===== src/rtl/fp_align_cal_pipe.sv =====
// fp_align_cal_pipe: registered hand-off from the FP align stage to the calc stage.
// Define FP_PIPE_SKID_EN to build the skid register and a fully registered in_ready.
module fp_align_cal_pipe #(
  parameter int EXP_W  = 5,
  parameter int FRAC_W = 10
) (
  input  logic                clk,
  input  logic                clr,
  input  logic                flush,
  input  logic                in_valid,
  output logic                in_ready,
  input  logic [1:0]          in_rm,
  input  logic [3:0]          in_flags,
  input  logic [FRAC_W-1:0]   in_inf_nan_frac,
  input  logic [EXP_W-1:0]    in_exp,
  input  logic [FRAC_W:0]     in_large_frac,
  input  logic [FRAC_W+3:0]   in_small_frac,
  output logic                out_valid,
  input  logic                out_ready,
  output logic [1:0]          out_rm,
  output logic [3:0]          out_flags,
  output logic [FRAC_W-1:0]   out_inf_nan_frac,
  output logic [EXP_W-1:0]    out_exp,
  output logic [FRAC_W:0]     out_large_frac,
  output logic [FRAC_W+3:0]   out_small_frac,
  output logic [15:0]         stall_cnt
);
  localparam int PW = 3*FRAC_W + EXP_W + 11;
  logic [PW-1:0] in_d, main_q;
  logic acc, drn;
  assign in_d = {in_rm, in_flags, in_inf_nan_frac, in_exp, in_large_frac, in_small_frac};
  assign {out_rm, out_flags, out_inf_nan_frac, out_exp, out_large_frac, out_small_frac} = main_q;
  assign acc = in_valid & in_ready;
  assign drn = out_valid & out_ready;
`ifdef FP_PIPE_SKID_EN
  typedef enum logic [1:0] {EMPTY, ONE, FULL} state_t;
  state_t state_q;
  logic [PW-1:0] skid_q;
  logic in_ready_q;
  assign in_ready = in_ready_q;
  assign out_valid = state_q != EMPTY;
  always_ff @(posedge clk) begin
    if (clr) begin
      state_q <= EMPTY;
      in_ready_q <= 1'b1;
      main_q <= '0;
      skid_q <= '0;
    end else if (flush) begin
      state_q <= EMPTY;
      in_ready_q <= 1'b1;
    end else begin
      case (state_q)
        EMPTY: if (acc) begin
          main_q <= in_d;
          state_q <= ONE;
        end
        ONE: if (acc && drn) main_q <= in_d;
          else if (drn) state_q <= EMPTY;
          else if (acc) begin
            skid_q <= in_d;
            state_q <= FULL;
            in_ready_q <= 1'b0;
          end
        FULL: if (drn) begin
          main_q <= skid_q;
          state_q <= ONE;
          in_ready_q <= 1'b1;
        end
        default: begin
          state_q <= EMPTY;
          in_ready_q <= 1'b1;
        end
      endcase
    end
  end
`else
  typedef enum logic {EMPTY, ONE} state_t;
  state_t state_q;
  // Without a skid slot the main register may only refill in the cycle it drains.
  assign in_ready = ~out_valid | out_ready;
  assign out_valid = state_q != EMPTY;
  always_ff @(posedge clk) begin
    if (clr) begin
      state_q <= EMPTY;
      main_q <= '0;
    end else if (flush) state_q <= EMPTY;
    else if (acc) begin
      main_q <= in_d;
      state_q <= ONE;
    end else if (drn) state_q <= EMPTY;
  end
`endif
  always_ff @(posedge clk) begin
    if (clr) stall_cnt <= '0;
    else if (out_valid && !out_ready && !(&stall_cnt)) stall_cnt <= stall_cnt + 16'd1;
  end
endmodule

===== config.mk =====
export PLATFORM = sky130hd
export DESIGN_NAME = fp_align_cal_pipe
export DESIGN_NICKNAME = d
export VERILOG_FILES = /design/src/rtl/fp_align_cal_pipe.sv
export SDC_FILE = /design/constraint.sdc
export NUM_CORES = 1
export LEC_CHECK = 0
export ABC_AREA = 1
export CAP_MARGIN = 10
export CORE_MARGIN = 5
export CORE_UTILIZATION = 41
export DETAILED_ROUTE_END_ITERATION = 8
export PLACE_DENSITY = 0.75
export SYNTH_ARGS = -nofsm -noshare
export SYNTH_HDL_FRONTEND = slang
export SYNTH_SLANG_ARGS = --single-unit
export TNS_END_PERCENT = 5

===== constraint.sdc =====
create_clock -name clk -period 1.9 [get_ports clk]
set_clock_uncertainty 0.2 [all_clocks]
set_input_delay 0.285 -clock clk [delete_from_list [all_inputs] [get_ports clk]]
set_output_delay 0.285 -clock clk [all_outputs]
set_load 0.01 [all_outputs]

==> impl_metrics.ini <==
[status]
outcome = complete, no violations

[critical_path]
path_buf_inv = 1
timing.rr.end = stall_cnt[15]
critical_path.cell_chain = clkdlybuf4s50_1
critPathKind = reg2out
rrSetupSlack_ns = 0.16
crit_fanout = 6
cp_slowest_cell = clkdlybuf4s50_1
cpPeakStageDelay_ns = 0.58
cp_top_family = buffers and inverters
r2r_start = stall_cnt[0]
required_ns = 1.41
crit_arrival_ns = 1.36
rr_worst_depth = 6
setup.worst_path.start_class = register
crit_path_end_kind = output port

[grt]
grt_pass1_wl_um = 11500
antenna_found_initial = 0
grtUsageTotal_pct = 18.8
grt_pass1_vias = 2495
gr-total-overflow = 0
grt_start_max_net_pins = 33

[power_and_ir_drop]
fin_total_pwr_mw = 2.93
cellLeakagePower_nw = 1.55
p_per_area_mw_per_mm2 = 732
ir_worst_vdd_v = 0.000653

[routing]
vias = 2621
drc = 0
finalWirelength_um = 7120
drt-initial-drc-count = 98
vias_per_cell = 4.73
wire_per_inst_um = 12.9
dr.pass1.iters = 4
antenna_left = 0

[yosys]
synth_top_area_cell = dfxtp_1
synth-edff-count = 0
yosys_warnings = 0
syn_area_per_cell_um2 = 7.24
ys_ff_latch = 63
synth.top_cell.area_share_pct = 49.3
ys_seq_area_share_pct = 49.3
syn_nets = 405
synth.area.top_cells = dfxtp_1 (49%), nor2_1 (19%), o21ai_0 (7.8%)
synthFlopType = dfxtp_1
synthArstFlopShare_pct = 0
synth_cell_types = 22
syn_inst = 353
netlist_area_mm2 = 0.00256

[timing]
fin_crit_ns = 1.84
rsz0062_at_grt = no
final.period_utilization_pct = 96.9
timing_hold_violations_final = 0
worst_pin_slew_ns = 0.331
fin_tns_setup_ns = 0
fmax_mhz = 543
fin_ws_ns = 0.0581
drv_slew = 0
slew_headroom_pct = 77.9
setup_viol = 0

[die]
coreArea_mm2 = 0.00599
pin_count = 115
start_util_pct = 42.7
row_count = 28
die_h_um = 89.0
die_w_um = 89.0
die_area_mm2 = 0.00791

[layout]
nets = 526
layout.cells.non_filler = 554
final_util_pct = 66.9
syn_to_final_growth_pct = 56.8
final_common_cell = nor2_1
final_layout_size_suffix_gt1_share_pct = 7.93
antenna_cells = 0
final_cell_mix = nor2_1 (129), clkdlybuf4s50_1 (113), dfxtp_1 (63), o21ai_0 (40), nand2_1 (35)

[cts]
ctsHoldBuffers = 0
cts_buffers = 9
cts_tree = done
clk_pin_slew_ns = 0.07
cts_max_path_buffers = 2
cts.sinks = 63
cts_root_buf = clkbuf_8
cts-htree-levels = 3
insertion_delay_ns = 0.34

[run]
max_cap_viol_count = 0

[min_path]
hold_class = reg2reg
min_from = main_q[27]
hold_path_depth = 2
hold_end = main_q[27]

[placed_design]
place_congestion = 0.844
dp_cells = 538
hpwl_um = 5250
dp_worst_setup_slack_ns = -0.0669
numPortBuffers = 114
## cells in the mapped netlist (2+ instances only)
cell type and count:
nor2_4 3, dfxtp_1 63, clkbuf_1 7, buf_2 6, buf_6 2, inv_2 2, nand2_1 35, nor2_1 129
o21ai_0 40, inv_1 13, o21ai_1 7, nand3_1 21, a21oi_1 14, nand2_2 3
## sequential cells by signal, summed over array words and instances (netlist names)
signal	count
stall_cnt	16
main_q	46
out_valid	1
## metrics by stage
| step | hold WS, ns | area, um^2 |
|---|---|---|
| after global placement | 0.261 | 3830 |
| after floorplan | 0.158 | 2560 |
| final | 0.283 | 4010 |
| after detailed placement | 0.271 | 3830 |
| after CTS | 0.287 | 4010 |
| after global routing | 0.307 | 4010 |
## what timing repair did
action / 4_1_cts / 5_1_grt
setup endpoints to repair: 1 / 0
setup buffers: 0 / 0
gates resized for setup: 1 / 0
## logic make-up (layout without fill, tap and decap cells)
family,after synthesis,in the layout,share of synthesized area (%)
DFF,63,63,49.3
adders and majority gates,1,1,0.489
buffers and inverters,31,157,5.58
and+or+nand+nor,195,195,32.1
AOI/OAI and AO/OA,63,63,12.5
## final cells by class
type	count	area (um^2)
clock inverter	3	17.5
fill	524	1980
multi-input combinational	259	1150
tap	75	93.8
timing repair buffer	126	1270
sequential	63	1260
inverter	15	56.3
clock buffer	13	159
## power by group
| part | total, mW | internal [mW] | switching, mW |
|---|---|---|---|
| sequential | 1.42 | 1.39 | 0.0338 |
| clock | 1.05 | 0.541 | 0.509 |
| combinational | 0.460 | 0.272 | 0.188 |
| total | 2.93 | 2.20 | 0.731 |
## worst max-delay path by stage
stage                     slack, ns    startpoint  depth (start not counted)            end
after global placement        -0.07     out_ready                          4       in_ready
final                          0.06  stall_cnt[7]                          1   stall_cnt[7]
after global routing          0.003  stall_cnt[3]                          1   stall_cnt[3]
after CTS                      0.04  stall_cnt[7]                          1   stall_cnt[7]
after floorplan                0.27  stall_cnt[0]                          7  stall_cnt[15]
after detailed placement      -0.07     out_ready                          4       in_ready
## metal layers
layer / track usage [%] / vias to the layer above / wire length, um
li1: - / 1373 / -
met3: 9.40 / 10 / 861
met1: 22.1 / 1150 / 2950
met4: 7.98 / 0 / 110
met5: 0 / - / 0
met2: 29.1 / 88 / 3200
No activity file was read; power rests on OpenSTA's default activity.
